### config.mk
export PLATFORM = sky130hd
export DESIGN_NAME = router_fsm
export DESIGN_NICKNAME = d
export VERILOG_FILES = /design/src/rtl/router_fsm_pkg.sv /design/src/rtl/router_fsm.sv
export SDC_FILE = /design/constraint.sdc
export NUM_CORES = 1
export LEC_CHECK = 0
export CORE_MARGIN = 3
export CORE_UTILIZATION = 27
export DETAILED_ROUTE_END_ITERATION = 6
export HOLD_SLACK_MARGIN = 0.06
export REMOVE_ABC_BUFFERS = 1
export SLEW_MARGIN = 20
export SYNTH_ARGS = -nofsm -noshare
export SYNTH_HDL_FRONTEND = slang
export SYNTH_SLANG_ARGS = --single-unit
export TNS_END_PERCENT = 5
### constraint.sdc
create_clock -name clk -period 2.6 [get_ports clk]
set_input_delay 0.52 -clock clk [delete_from_list [all_inputs] [get_ports clk]]
set_output_delay 0.52 -clock clk [all_outputs]
set_load 0.1 [all_outputs]
### src/rtl/router_fsm_pkg.sv
// Shared router definitions: controller state encoding, address constants and
// small per-port decode helpers.
package router_fsm_pkg;

  localparam int unsigned ADDR_W = 2;
  localparam int unsigned PORTS  = 3;
  localparam int unsigned CNT_W  = 8;

  localparam logic [ADDR_W-1:0] ADDR_INVALID = 2'b11;

  typedef enum logic [3:0] {
    DECODE_ADDRESS,
    WAIT_TILL_EMPTY,
    LOAD_FIRST_DATA,
    LOAD_DATA,
    FIFO_FULL_STATE,
    LOAD_AFTER_FULL,
    LOAD_PARITY,
    CHECK_PARITY_ERROR,
    DROP_PACKET
  } state_e;

  // Select one port's flag by address; the invalid address reads as 0.
  function automatic logic port_bit(input logic [PORTS-1:0] v,
                                    input logic [ADDR_W-1:0] a);
    case (a)
      2'd0:    return v[0];
      2'd1:    return v[1];
      2'd2:    return v[2];
      default: return 1'b0;
    endcase
  endfunction

  // One-hot port select for an address; the invalid address selects nothing.
  function automatic logic [PORTS-1:0] port_onehot(input logic [ADDR_W-1:0] a);
    case (a)
      2'd0:    return 3'b001;
      2'd1:    return 3'b010;
      2'd2:    return 3'b100;
      default: return 3'b000;
    endcase
  endfunction

endpackage

### src/rtl/router_fsm.sv
// Router packet controller: steers one packet at a time from the source into
// the addressed output FIFO, stalling on full FIFOs and dropping bad addresses.
module router_fsm
  import router_fsm_pkg::*;
(
  input  logic       clk,
  input  logic       rst,
  input  logic       packet_valid,
  input  logic [1:0] datain,
  input  logic       fifo_full,
  input  logic [2:0] fifo_empty,
  input  logic [2:0] soft_reset,
  input  logic       parity_done,
  input  logic       low_packet_valid,
  output logic       detect_add,
  output logic       lfd_state,
  output logic       ld_state,
  output logic       laf_state,
  output logic       full_state,
  output logic       rst_int_reg,
  output logic       write_enb_reg,
  output logic       busy,
  output logic [2:0] fifo_sel,
  output logic [7:0] drop_cnt
);

  state_e              state, state_d;
  logic [ADDR_W-1:0]   addr_q, addr_d;
  logic [CNT_W-1:0]    drop_cnt_d;
  logic                detect_add_d, lfd_state_d, ld_state_d, laf_state_d;
  logic                full_state_d, rst_int_reg_d, write_enb_d, busy_d;
  logic [PORTS-1:0]    fifo_sel_d;

  // State, latched address and all outputs; outputs are decoded from the
  // next state so they line up with the state register cycle for cycle.
  always_ff @(posedge clk) begin
    if (rst) begin
      state         <= DECODE_ADDRESS;
      addr_q        <= '0;
      drop_cnt      <= '0;
      detect_add    <= 1'b1;
      lfd_state     <= 1'b0;
      ld_state      <= 1'b0;
      laf_state     <= 1'b0;
      full_state    <= 1'b0;
      rst_int_reg   <= 1'b0;
      write_enb_reg <= 1'b0;
      busy          <= 1'b0;
      fifo_sel      <= '0;
    end else begin
      state         <= state_d;
      addr_q        <= addr_d;
      drop_cnt      <= drop_cnt_d;
      detect_add    <= detect_add_d;
      lfd_state     <= lfd_state_d;
      ld_state      <= ld_state_d;
      laf_state     <= laf_state_d;
      full_state    <= full_state_d;
      rst_int_reg   <= rst_int_reg_d;
      write_enb_reg <= write_enb_d;
      busy          <= busy_d;
      fifo_sel      <= fifo_sel_d;
    end
  end

  // Next-state, address latch, drop counter and output decode.
  always_comb begin
    state_d       = state;
    addr_d        = addr_q;
    drop_cnt_d    = drop_cnt;
    detect_add_d  = 1'b0;
    lfd_state_d   = 1'b0;
    ld_state_d    = 1'b0;
    laf_state_d   = 1'b0;
    full_state_d  = 1'b0;
    rst_int_reg_d = 1'b0;
    write_enb_d   = 1'b0;
    busy_d        = 1'b1;
    fifo_sel_d    = '0;

    case (state)
      DECODE_ADDRESS: begin
        if (packet_valid) begin
          addr_d = datain;
          if (datain == ADDR_INVALID)         state_d = DROP_PACKET;
          else if (port_bit(fifo_empty, datain)) state_d = LOAD_FIRST_DATA;
          else                                 state_d = WAIT_TILL_EMPTY;
        end
      end
      WAIT_TILL_EMPTY:
        if (port_bit(fifo_empty, addr_q)) state_d = LOAD_FIRST_DATA;
      LOAD_FIRST_DATA:
        state_d = LOAD_DATA;
      LOAD_DATA: begin
        if (fifo_full)          state_d = FIFO_FULL_STATE;
        else if (!packet_valid) state_d = LOAD_PARITY;
      end
      FIFO_FULL_STATE:
        if (!fifo_full) state_d = LOAD_AFTER_FULL;
      LOAD_AFTER_FULL: begin
        if (parity_done)           state_d = DECODE_ADDRESS;
        else if (low_packet_valid) state_d = LOAD_PARITY;
        else                       state_d = LOAD_DATA;
      end
      LOAD_PARITY:
        state_d = CHECK_PARITY_ERROR;
      CHECK_PARITY_ERROR:
        state_d = fifo_full ? FIFO_FULL_STATE : DECODE_ADDRESS;
      DROP_PACKET:
        if (!packet_valid) state_d = DECODE_ADDRESS;
      default:
        state_d = DECODE_ADDRESS;
    endcase

    // A soft reset of the port being written abandons the packet.
    if (state != DECODE_ADDRESS && state != DROP_PACKET &&
        port_bit(soft_reset, addr_q))
      state_d = DECODE_ADDRESS;

    if (state != DROP_PACKET && state_d == DROP_PACKET &&
        drop_cnt != {CNT_W{1'b1}})
      drop_cnt_d = drop_cnt + CNT_W'(1);

    detect_add_d  = (state_d == DECODE_ADDRESS);
    lfd_state_d   = (state_d == LOAD_FIRST_DATA);
    ld_state_d    = (state_d == LOAD_DATA);
    laf_state_d   = (state_d == LOAD_AFTER_FULL);
    full_state_d  = (state_d == FIFO_FULL_STATE);
    rst_int_reg_d = (state_d == CHECK_PARITY_ERROR);
    write_enb_d   = (state_d == LOAD_FIRST_DATA) || (state_d == LOAD_DATA) ||
                    (state_d == LOAD_AFTER_FULL) || (state_d == LOAD_PARITY);
    busy_d        = !((state_d == DECODE_ADDRESS) || (state_d == LOAD_DATA) ||
                      (state_d == DROP_PACKET));
    fifo_sel_d    = write_enb_d ? port_onehot(addr_d) : '0;
  end

endmodule

After elaboration in Yosys (flattened, before gate mapping). Cells that the tools add are included.

Reductions and logical operators: 17. $add $sub $neg: 1. Equal/unequal tests: 24. Muxes and demuxes: 23. Bitwise operators: 1.

Operators with widths (count): $pmux 4 s9 (1); $eq 4x3->1 const B (8); $mux 4 (8); $eq 4x2->1 const B (4); $mux 3 (3); $pmux 1 s3 (3); $pmux 3 s3 (1); $add 8x1->8 const B (1); $eq 2x2->1 const B (4); $eq 4x4->1 const B (2); $logic_not 4->1 (2); $ne 8x8->1 const B (1); $eq 2x1->1 const B (3); $logic_not 2->1 (3); $mux 2 (3); $logic_or 1x1->1 (5); $eq 4x1->1 const B (1); $logic_and 1x1->1 (4); $mux 1 (4); $ne 4x4->1 const B (1); $reduce_bool 4->1 (1); $reduce_or 2->1 (1); $logic_not 1->1 (1); $not 1->1 (1).

Word-level logic and storage cells: 78. Register bits: 25. Input port bits: 14.

Logic depth before layout (Yosys ltp).
Word-level depth: 16. Mapped depth: 7. Mapped depth without buffers: 6.

Worst setup path before layout. OpenSTA, ideal clock, no wires.

Path kind: register -> register. Start point: reg drop_cnt[0]. End point: reg drop_cnt[7]. Arrival: 2.148 ns. Period minus slack after synthesis: 2.215 ns. Data required time: 2.533 ns. Buffers on the path: 0. Setup slack: 0.385 ns. Setup time: 0.067 ns. Stages on the path, launching flop included: 7. Cell sequence: dfxtp_1 ha_1 and3_1 a311oi_4 nand4_1 xor2_1 nor2_1.

Longest elaborated chain between the ends: 2. Elaborated cells between the ends (all ways): 3. Those cells by class: add/sub: 1; eq/ne: 1; reduce/logical: 1.

RTL lines: start, declared (line router_fsm.sv:24) `output logic [7:0] drop_cnt`; start signal, assigned (line router_fsm.sv:53) `drop_cnt <= drop_cnt_d;`; branches (longest 2 deep; another with $add 8x1->8).

Parallel ways; which one is timed is not known. A chain may end at the register's enable or synchronous reset.

Final worst setup path.
Start point: in datain[0]. End point: reg busy.

Longest elaborated chain between the ends: 14. Elaborated cells between the ends (all ways): 19. Those cells by class: eq/ne: 5; mux: 9; reduce/logical: 5.

RTL lines: start, declared (line router_fsm.sv:9) `input logic [1:0] datain,`; $eq 2x2->1, or another cell as far along (line router_fsm_pkg.sv:26) `case (a)`; $pmux 1 s3 (line router_fsm_pkg.sv:26); $mux 1 (line router_fsm.sv:85) `if (datain == ADDR_INVALID) state_d = DROP_PACKET;`; $mux 1 (line router_fsm.sv:83) `if (packet_valid) begin`; $mux 1 (line router_fsm.sv:81) `case (state)`; $mux 2 (line router_fsm.sv:86) `else if (port_bit(fifo_empty, datain)) state_d = LOAD_FIRST_DATA;`; $mux 4 * (line router_fsm.sv:85); $mux 4 * (line router_fsm.sv:83); $pmux 4 s9 * (line router_fsm.sv:81); $mux 4 * (line router_fsm.sv:116) `if (state != DECODE_ADDRESS && state != DROP_PACKET &&`; $eq 4x2->1 / $logic_not 4->1 (equally long branches) (line router_fsm.sv:132) `busy_d = !((state_d == DECODE_ADDRESS) || (state_d == LOAD_DATA) ||`; $logic_or 1x1->1 (line router_fsm.sv:132); $logic_or 1x1->1 * (line router_fsm.sv:132); $logic_not 1->1 * (line router_fsm.sv:132); end signal, assigned (line router_fsm.sv:61) `busy <= busy_d;`; end, declared (line router_fsm.sv:22) `output logic busy,`.

Every way passes the cells marked *; elsewhere a longest branch is shown, timed or not. The select of a mux whose other input is x is not followed.

==> qor.yml <==
drv_cap: 0
cp.required_ns: 2.77
hold-path-cell-count: 2
rows: 24
largest_reg_flops: 8
final_nets: 187
status: "completed"
hold_violations: 0
synth_top_cells_by_area: "dfxtp_1 (39%), nor2_1 (5.9%), xor2_1 (4.8%)"
drtIter0Drc: 58
grt_pass1_vias: 1025
timing.fmax_mhz: 474.8
synth.distinct_cells: 44
vdd_ir_drop_max_mv: 0.3663
r2r_end: "fifo_sel[1]"
worstHoldStart: "drop_cnt[1]"
yosys.cell_count.top_type: "dfxtp_1"
rsz0062_at_grt: "no"
post-synth-top-area-cell: "dfxtp_1"
r2r-start: "addr_q[1]"
rrSetupSlack_ns: 0.67
synth_edf_count: 0
gr-total-overflow: 0
skew_ns: 0.003558
num_io_pins: 33
cts_root_buf: "clkbuf_8"
grt_pass1_wl_mm: 4.802
crit_arrival_ns: 2.27
synth_top_area_share_pct: 39.02
area_growth_pct: 27.51
endpoint_kind: "flip-flop"
max_slew.worst_pin.slew_ns: 0.4766
yosysSeqAreaShare_pct: 39.02
netlist_instances: 139
clk_pin_slew_ns: 0.08
p_per_area_nw_per_um2: 756.5
hold_buffers: 0
cts.sinks: 25
die-area_sq_um: 5613
netlist_area_sq_um: 1282
ys_ff_latch: 25
first_pass_iters: 4
cts_inserted_buffers: 3
yosysWarnings: 0
layout.cells.non_filler: 223
grt_usage_pct: 11.28
core_sq_um: 4474
total_leakage_power_nw: 0.6723
antennaDiodeCount: 0
drive_gt1_share_pct: 21.64
ctsHtreeMaxLevel: 1
dieWidth_um: 74.92
clock_path_buffers: 2
insertion_delay_ns: 0.27
drv_slew: 0
place.detailed.hpwl_mm: 2.155
grt_max_degree: 15
antenna_found_initial: 0
via_per_inst: 4.785
tritoncts: "yes"
top_register: "drop_cnt"
ys.flop_type: "dfxtp_1"
finalCritPeriodShare_pct: 81.01
detail-route-antenna-nets: 0
setup_viol: 0
critPathKind: "primary input to flip-flop"
post-place-cells: 219
start_kind: "primary input"
cp_max_fo: 5
slew_headroom_pct: 68.23
min_path_type: "flip-flop to flip-flop"
power_w: 0.001237
cts_setup_buffers: 0
gp_congestion: 0.7426
port_buffers: 32
cts_resized: 0
num_vias: 1067
synth-async-reset-ratio_pct: 0
wl_mm: 2.881
drc: 0
setup_tns_ns: 0
start_util_pct: 28.66
r2r_cells: 6
min_period_ns: 2.106
avgSynthCellArea_sq_um: 9.226
die_h_um: 74.92
hold-path-endpoint: "drop_cnt[1]"
ys_top_cells_by_count: "dfxtp_1 (25), nor2_1 (20), nand2_1 (9), xor2_1 (7), mux2i_1 (6)"
top_regs: "drop_cnt x8, state x4, fifo_sel x3"
wl_per_cell_um: 12.92
-- power by group --
part	switching [W]	internal, W
Combinational	0.000378	0.000170
Sequential	0.0000374	0.000425
Clock	0.000120	0.000107
-- worst max path at each step --
stage,start,endpoint,slack [ns],depth (start not counted)
2_1_floorplan,drop_cnt[0],drop_cnt[7],0.39,6
3_3_place_gp,datain[0],busy,0.22,7
3_5_place_dp,datain[0],busy,0.18,7
4_1_cts,datain[0],busy,0.49,7
5_1_grt,datain[1],busy,0.41,7
6_report,datain[0],busy,0.49,7
-- placed cells by master, fill, tap and decap left out, types with 5 or more instances in the layout --
cell type and count:
dfxtp_1 25, xor2_1 7, a21oi_1 5, o21ai_0 5, buf_4 21, clkdlybuf4s50_1 13, nor2_1 20, nand2_1 9
mux2i_1 6
-- worst max-delay path, stage by stage --
cell	delay, ns
clkdlybuf4s50_1	0.50
mux2i_1	0.22
o22ai_2	0.13
o32ai_2	0.41
nor2_2	0.11
xor2_1	0.18
o211a_1	0.21
-- layer usage --
layer  wire length (um)  GRT usage, %
met5                  0             0
met4                 49         4.743
met3                225         3.338
met2               1217         16.63
met1               1388         15.28
-- cell families after synthesis --
group                    synth area share, %
adder cells (fa/ha/maj)               0.9755
XOR/XNOR                               6.732
buffers and inverters                  4.195
AO/OA/AOI/OAI                          16.49
multiplexers                           4.683
AND/OR/NAND/NOR                        27.90
flip-flops                             39.02
-- cell type report --
type	instances	area (sq um)
Multi-Input combinational cell	106	728.2
Clock inverter	1	5.005
Sequential cell	25	500.5
Clock buffer	3	41.29
Inverter	2	7.507
Tap cell	52	65.06
Fill cell	467	2839
Timing Repair Buffer	34	287.8
-- through the flow --
step / setup WS, ns / utilization [%] / hold WS, ns / cell area [sq um]
after floorplan: 0.3854 / - / 0.5656 / 1236
after global placement: 0.2232 / 35.51 / 0.5260 / 1589
after detailed placement: 0.1778 / 35.51 / 0.5431 / 1589
after CTS: 0.4874 / 36.55 / 0.5682 / 1635
after global routing: 0.4109 / 36.55 / 0.5994 / 1635
final: 0.4937 / 36.55 / 0.5564 / 1635
Note: power is estimated with default switching activity, not from simulation.
